$ cat src/rtl/imem_loadable_pkg.sv
// Shared types and constants for the loadable instruction memory.
// State encoding, the NOP fill word and the byte-to-word address shift.
package imem_pkg;

    typedef enum logic [1:0] {
        ST_CLEAR = 2'd0,
        ST_LOAD  = 2'd1,
        ST_RUN   = 2'd2
    } imem_state_t;

    // sll $0,$0,0 encodes as all zeros
    localparam logic [31:0] NOP_WORD      = 32'h0000_0000;
    localparam int          IMEM_ADDR_LSB = 2;

endpackage

$ cat src/rtl/imem_loadable_if.sv
// Loader and fetch port bundle for imem_loadable.
// The slave modport is the memory side; master is the loader/IF-stage side.
interface imem_loadable_if #(
    parameter int XLEN = 32,
    parameter int AW   = 6
);
    logic            load_start;
    logic            load_valid;
    logic            load_ready;
    logic [AW-1:0]   load_addr;
    logic [XLEN-1:0] load_data;
    logic            load_last;
    logic            fetch_req;
    logic [31:0]     fetch_addr;
    logic            fetch_ready;
    logic            fetch_hold;
    logic            fetch_valid;
    logic [XLEN-1:0] instruction;
    logic            fetch_err;
    logic            busy;

    modport slave (
        input  load_start, load_valid, load_addr, load_data, load_last,
        input  fetch_req, fetch_addr, fetch_hold,
        output load_ready, fetch_ready, fetch_valid, instruction, fetch_err, busy
    );

    modport master (
        output load_start, load_valid, load_addr, load_data, load_last,
        output fetch_req, fetch_addr, fetch_hold,
        input  load_ready, fetch_ready, fetch_valid, instruction, fetch_err, busy
    );
endinterface

$ cat src/rtl/imem_loadable_ram.sv
// Single-write, single-registered-read RAM holding the program words.
// The read register only advances on i_re, so it doubles as the held response.
module imem_ram #(
    parameter int XLEN  = 32,
    parameter int DEPTH = 64,
    parameter int AW    = $clog2(DEPTH)
) (
    input  logic            clk,
    input  logic            rst,
    input  logic            i_we,
    input  logic [AW-1:0]   i_waddr,
    input  logic [XLEN-1:0] i_wdata,
    input  logic            i_re,
    input  logic [AW-1:0]   i_raddr,
    output logic [XLEN-1:0] o_rdata
);
    logic [XLEN-1:0] r_mem [DEPTH];
    logic [XLEN-1:0] r_rdata;

    always_ff @(posedge clk) begin
        if (i_we) begin
            r_mem[i_waddr] <= i_wdata;
        end
    end

    always_ff @(posedge clk) begin
        if (rst) begin
            r_rdata <= '0;
        end else if (i_re) begin
            r_rdata <= r_mem[i_raddr];
        end
    end

    assign o_rdata = r_rdata;
endmodule

$ cat src/rtl/imem_loadable.sv
// Loadable instruction memory: self-clears to NOPs, takes a program, then serves fetches.
//   state    | meaning
//   ST_CLEAR | write NOP to every word, one per cycle, DEPTH cycles
//   ST_LOAD  | accept loader words until the one tagged load_last
//   ST_RUN   | serve fetches; load_start returns to ST_LOAD without clearing
module imem_loadable
    import imem_pkg::*;
#(
    parameter int XLEN  = 32,
    parameter int DEPTH = 64,
    parameter int AW    = $clog2(DEPTH)
) (
    input  logic              clk,
    input  logic              rst,
    imem_loadable_if.slave    bus
);
    imem_state_t     r_state;
    imem_state_t     w_state_nxt;
    logic [AW-1:0]   r_clr_cnt;
    logic [AW-1:0]   w_clr_cnt_nxt;

    logic            w_we;
    logic [AW-1:0]   w_waddr;
    logic [XLEN-1:0] w_wdata;
    logic            w_accept;
    logic            w_err;
    logic [AW-1:0]   w_idx;
    logic [XLEN-1:0] w_rdata;

    logic            r_fetch_valid;
    logic            r_fetch_err;

    always_ff @(posedge clk) begin
        if (rst) begin
            r_state   <= ST_CLEAR;
            r_clr_cnt <= '0;
        end else begin
            r_state   <= w_state_nxt;
            r_clr_cnt <= w_clr_cnt_nxt;
        end
    end

    always_comb begin
        w_state_nxt   = r_state;
        w_clr_cnt_nxt = r_clr_cnt;
        w_we          = 1'b0;
        w_waddr       = '0;
        w_wdata       = '0;
        w_accept      = 1'b0;
        case (r_state)
            ST_CLEAR: begin
                w_we          = 1'b1;
                w_waddr       = r_clr_cnt;
                w_wdata       = XLEN'(NOP_WORD);
                w_clr_cnt_nxt = r_clr_cnt + AW'(1);
                if (r_clr_cnt == AW'(DEPTH - 1)) begin
                    w_state_nxt = ST_LOAD;
                end
            end
            ST_LOAD: begin
                if (bus.load_valid) begin
                    w_we    = 1'b1;
                    w_waddr = bus.load_addr;
                    w_wdata = bus.load_data;
                    if (bus.load_last) begin
                        w_state_nxt = ST_RUN;
                    end
                end
            end
            ST_RUN: begin
                w_accept = bus.fetch_req && !bus.fetch_hold;
                if (bus.load_start) begin
                    w_state_nxt = ST_LOAD;
                end
            end
            default: w_state_nxt = ST_CLEAR;
        endcase
    end

    assign w_idx = bus.fetch_addr[AW+IMEM_ADDR_LSB-1:IMEM_ADDR_LSB];
    assign w_err = (bus.fetch_addr[IMEM_ADDR_LSB-1:0] != '0)
                || (bus.fetch_addr[31:AW+IMEM_ADDR_LSB] != '0);

    imem_ram #(
        .XLEN  (XLEN),
        .DEPTH (DEPTH),
        .AW    (AW)
    ) u_ram (
        .clk     (clk),
        .rst     (rst),
        .i_we    (w_we),
        .i_waddr (w_waddr),
        .i_wdata (w_wdata),
        .i_re    (w_accept && !w_err),
        .i_raddr (w_idx),
        .o_rdata (w_rdata)
    );

    // Hold only freezes while in RUN; any other state drops the response.
    always_ff @(posedge clk) begin
        if (rst) begin
            r_fetch_valid <= 1'b0;
            r_fetch_err   <= 1'b0;
        end else if (w_accept) begin
            r_fetch_valid <= 1'b1;
            r_fetch_err   <= w_err;
        end else if (!(r_state == ST_RUN && bus.fetch_hold)) begin
            r_fetch_valid <= 1'b0;
        end
    end

    assign bus.instruction = r_fetch_err ? '0 : w_rdata;
    assign bus.fetch_valid = r_fetch_valid;
    assign bus.fetch_err   = r_fetch_err;
    assign bus.load_ready  = (r_state == ST_LOAD);
    assign bus.fetch_ready = (r_state == ST_RUN) && !bus.fetch_hold;
    assign bus.busy        = (r_state != ST_RUN);
endmodule

$ cat src/flat_wrapper.sv
// flat-port wrapper written by rule: the top's interface ports become plain ports
module imem_loadable_flat import imem_pkg::*;
#(
    parameter int XLEN  = 32,
    parameter int DEPTH = 64,
    parameter int AW    = $clog2(DEPTH)
)
  (clk, rst, bus_load_start, bus_load_valid, bus_load_addr, bus_load_data, bus_load_last, bus_fetch_req, bus_fetch_addr, bus_fetch_hold, bus_load_ready, bus_fetch_ready, bus_fetch_valid, bus_instruction, bus_fetch_err, bus_busy);
  imem_loadable_if #(.XLEN(XLEN), .AW(AW)) bus_i ();
  input  logic clk;
  input  logic rst;
  input wire logic [$bits(bus_i.load_start)-1:0] bus_load_start;
  input wire logic [$bits(bus_i.load_valid)-1:0] bus_load_valid;
  input wire logic [$bits(bus_i.load_addr)-1:0] bus_load_addr;
  input wire logic [$bits(bus_i.load_data)-1:0] bus_load_data;
  input wire logic [$bits(bus_i.load_last)-1:0] bus_load_last;
  input wire logic [$bits(bus_i.fetch_req)-1:0] bus_fetch_req;
  input wire logic [$bits(bus_i.fetch_addr)-1:0] bus_fetch_addr;
  input wire logic [$bits(bus_i.fetch_hold)-1:0] bus_fetch_hold;
  output wire logic [$bits(bus_i.load_ready)-1:0] bus_load_ready;
  output wire logic [$bits(bus_i.fetch_ready)-1:0] bus_fetch_ready;
  output wire logic [$bits(bus_i.fetch_valid)-1:0] bus_fetch_valid;
  output wire logic [$bits(bus_i.instruction)-1:0] bus_instruction;
  output wire logic [$bits(bus_i.fetch_err)-1:0] bus_fetch_err;
  output wire logic [$bits(bus_i.busy)-1:0] bus_busy;
  assign bus_i.load_start = bus_load_start;
  assign bus_i.load_valid = bus_load_valid;
  assign bus_i.load_addr = bus_load_addr;
  assign bus_i.load_data = bus_load_data;
  assign bus_i.load_last = bus_load_last;
  assign bus_i.fetch_req = bus_fetch_req;
  assign bus_i.fetch_addr = bus_fetch_addr;
  assign bus_i.fetch_hold = bus_fetch_hold;
  assign bus_load_ready = bus_i.load_ready;
  assign bus_fetch_ready = bus_i.fetch_ready;
  assign bus_fetch_valid = bus_i.fetch_valid;
  assign bus_instruction = bus_i.instruction;
  assign bus_fetch_err = bus_i.fetch_err;
  assign bus_busy = bus_i.busy;
  imem_loadable #(.XLEN(XLEN), .DEPTH(DEPTH), .AW(AW)) u_core (.clk(clk), .rst(rst), .bus(bus_i));
endmodule
$ cat config.mk
export PLATFORM = sky130hd
export DESIGN_NAME = imem_loadable_flat
export DESIGN_NICKNAME = d
export VERILOG_FILES = /design/src/rtl/imem_loadable_pkg.sv /design/src/rtl/imem_loadable_if.sv /design/src/rtl/imem_loadable_ram.sv /design/src/rtl/imem_loadable.sv /design/src/flat_wrapper.sv
export SDC_FILE = /design/constraint.sdc
export NUM_CORES = 2
export LEC_CHECK = 0
export CAP_MARGIN = 20
export CORE_MARGIN = 2
export CORE_UTILIZATION = 25
export CTS_CLUSTER_DIAMETER = 120
export DETAILED_ROUTE_END_ITERATION = 6
export GPL_TIMING_DRIVEN = 0
export PLACE_DENSITY_LB_ADDON = 0.25
export SYNTH_ARGS = -nofsm -noshare
export SYNTH_HDL_FRONTEND = slang
export SYNTH_SLANG_ARGS = --single-unit
$ cat constraint.sdc
create_clock -name clk -period 4.56 [get_ports clk]
set_input_delay 0.456 -clock clk [delete_from_list [all_inputs] [get_ports clk]]
set_output_delay 0.456 -clock clk [all_outputs]
set_load 0.05 [all_outputs]
==> results.md <==
* Status: finished clean
* DR pass1 iterations at 5
* WL/cell at 30.5 µm
* Total CTS buffers at 220
* Yosys cell types at 62
* Synth area leaders: edfxtp_1, mux4_2, mux2i_1
* Largest net degree at the start of global routing at 65
* P per Cell Area at 413 mW/mm²
* CTS Hold Bufs at 0
* Min-delay worst type: in2reg
* Worst reg-to-reg setup slack at 0.37 ns
* Seq cells post-synth at 2090
* Relative slew slack at 0.214
* Worst Hold End: u_core.u_ram.o_rdata[12]$_SDFFE_PP0P_
* Grt total ovfl at 0
* TritonCTS Sinks at 2090
* Post-synth EDFFs at 2048
* Crit Path Class: in2reg
* Max Slew Vio Count at 0
* Post-CTS resize count at 0
* Post-CTS Setup Bufs at 0
* CTS clock-pin slew for the worst setup and hold paths at 0.06 ns
* CP Data Required Time at 5.32 ns
* CP endpoint kind: register
* Synth area leader: edfxtp_1
* DR iter-0 viols at 5193
* # fillers at 31200
* Share of cells above drive strength 1 at 0.232
* Worst slew pin tran at 1.17 ns
* Post-route cell area at 0.0967 mm²
* Worst Setup Start Kind: primary input
* Worst Hold Launch: rst
* WHS Path Cells at 2
* Final setup TNS at 0 ns
* Vias in the first global route at 42600
* Area Overhead vs Synth at 20.1%
* Arr. time, crit path at 5.09 ns
* Clk_skew at 0.0296 ns
* Max VDD drop at 0.352 mV
* Die area at 0.327 mm²
* Final worst slack at 0.228 ns
* Placed cell areas at 0.0898 mm²
* Nets at 4392
* Number of nets with antenna violations after routing at 0
* Via count at 42100
* Fmax at 231 MHz
* Syn_nets at 3951
* Count of final setup violators at 0
* Post-synthesis cell count at 3873
* First-pass GRT wire length at 363000 µm
* Top cell type's share of synthesized area at 0.764
* GRT Total Usage at 0.162
* Initial antenna violation count at 24
* Post-synth top flop: edfxtp_1
* Num rows at 208
* DR vias/cell at 4.78
* Die H at 571 µm
* R2R cell count at 8
* Crit path max fanout at 10
* LEAKAGE at 33.3 nW
* Maxcap violations at 0
* Post-synth ARST share at 0
* Most frequent cell after synthesis: edfxtp_1
* Reg-to-reg startpoint: u_core.r_state[1]$_SDFFE_PP0P_
* Final worst path period need at 4.33 ns
* Synth warnings at 0
* Dpl ws at -0.733 ns
* Port bufs at 110
* Non-Filler Instances at 8809
* Top-Level Pins at 114
* Final hold vios at 0
* Starting Density at 0.251
* RSZ-0062 raised after global routing: no
* CTS tree: done
* Avg Cell Area, Syn at 20.8 µm²
* Period utilization at 0.950
* DP Wirelength at 185000 µm
* Post-synthesis sequential area ratio at 0.774
* Horiz. Die Dim at 571 µm
* Drt drc at 0
* H-tree Lvls at 4
* Crit Reg-Reg Endpoint: u_core.u_ram.o_rdata[20]$_SDFFE_PP0P_
* Routed WL at 269000 µm
* Worst hold margin at 0.169 ns
* Core ar. at 0.321 mm²
* CTS root buf: clkbuf_16
* DP Cell Count at 8396
* Synth Cell Area at 0.0805 mm²
* Later-pin clock latency in the skew report at 0.87 ns
* GPL Wtd Cong at 0.809
* CTS max path bufs at 3
* Post-synth top cells: edfxtp_1, mux4_2, mux2i_1
stage by stage:
stage | utilization | total power (W)
floorplan | - | 0.0222
global placement | 0.271 | 0.0229
global route | 0.301 | 0.0410
detailed placement | 0.280 | 0.0230
CTS | 0.301 | 0.0402
finish | 0.301 | 0.0399
kinds of logic after synthesis:
| logic type | count (synthesis) | synth area share |
|---|---|---|
| compound gates | 413 | 0.0386 |
| simple gates | 426 | 0.0253 |
| buf+inv | 226 | 0.0142 |
| mux | 713 | 0.147 |
| xor+xnor | 4 | 0.000435 |
| fa+ha+maj | 1 | 0.000155 |
| flops | 2090 | 0.774 |
report_power, final:
| group | switching (W) | internal [W] | leakage, nW |
|---|---|---|---|
| Sequential | 0.0000226 | 0.0209 | 22.2 |
| Combinational | 0.00108 | 0.000572 | 7.76 |
| Clock | 0.00745 | 0.00989 | 3.37 |
final cells by class:
cell class | count | area, µm² | area share
diodes | 5 | 12.5 | 0.000129
plain buffers | 221 | 1130 | 0.0117
clock buffers | 306 | 6100 | 0.0631
clock inverters | 101 | 771 | 0.00797
inverters | 5 | 18.8 | 0.000194
multi-input cells | 1557 | 17600 | 0.182
flip-flops and latches | 2090 | 62300 | 0.645
well taps | 4305 | 5390 | 0.0557
repair buffers | 219 | 3320 | 0.0343
worst max-delay path, cell delays in order:
cell and delay (ns):
clkdlybuf4s50_1 0.58, buf_4 0.35, buf_4 0.36, buf_2 0.60, buf_2 0.46, mux4_2 0.36
mux2i_1 0.44, nor2_1 0.15, a211oi_1 0.70, a21oi_1 0.27, a22o_1 0.27
cells in the final DEF (no fill, tap or decap), types with 76 or more instances in the layout:
cell	n
edfxtp_1	2048
clkbuf_16	224
mux2i_1	298
buf_2	79
buf_12	87
nor2_1	97
mux4_2	371
clkdlybuf4s50_1	110
nand2_1	76
clkbuf_1	155
worst max-delay path by stage:
stage | from | end | slack, ns | cells past startpoint
finish | bus_fetch_addr[3] | u_core.u_ram.o_rdata[25]$_SDFFE_PP0P_ | 0.23 | 11
global route | u_core.bus.fetch_err$_SDFFE_PP0P_ | bus_instruction[15] | 0.22 | 3
CTS | u_core.bus.fetch_err$_SDFFE_PP0P_ | bus_instruction[15] | 0.06 | 3
detailed placement | bus_fetch_addr[3] | u_core.u_ram.o_rdata[25]$_SDFFE_PP0P_ | -0.73 | 11
global placement | bus_load_valid | u_core.u_ram.r_mem[56][22]$_DFFE_PP_ | -2.20 | 8
floorplan | bus_load_valid | u_core.u_ram.r_mem[0][0]$_DFFE_PP_ | 1.09 | 7
sequential cells by signal (all words and copies together), names as in the netlist:
signal / count
u_core.u_ram.r_mem: 2048
u_core.r_clr_cnt: 6
u_core.bus.fetch_valid: 1
u_core.u_ram.o_rdata: 32
u_core.bus.fetch_err: 1
u_core.r_state: 2
layer usage:
metal	routed length, µm	track usage
met1	117000	0.223
met2	128000	0.264
met3	16500	0.0234
met4	7490	0.0484
met5	38	0
No activity file was read; power rests on OpenSTA's default activity.
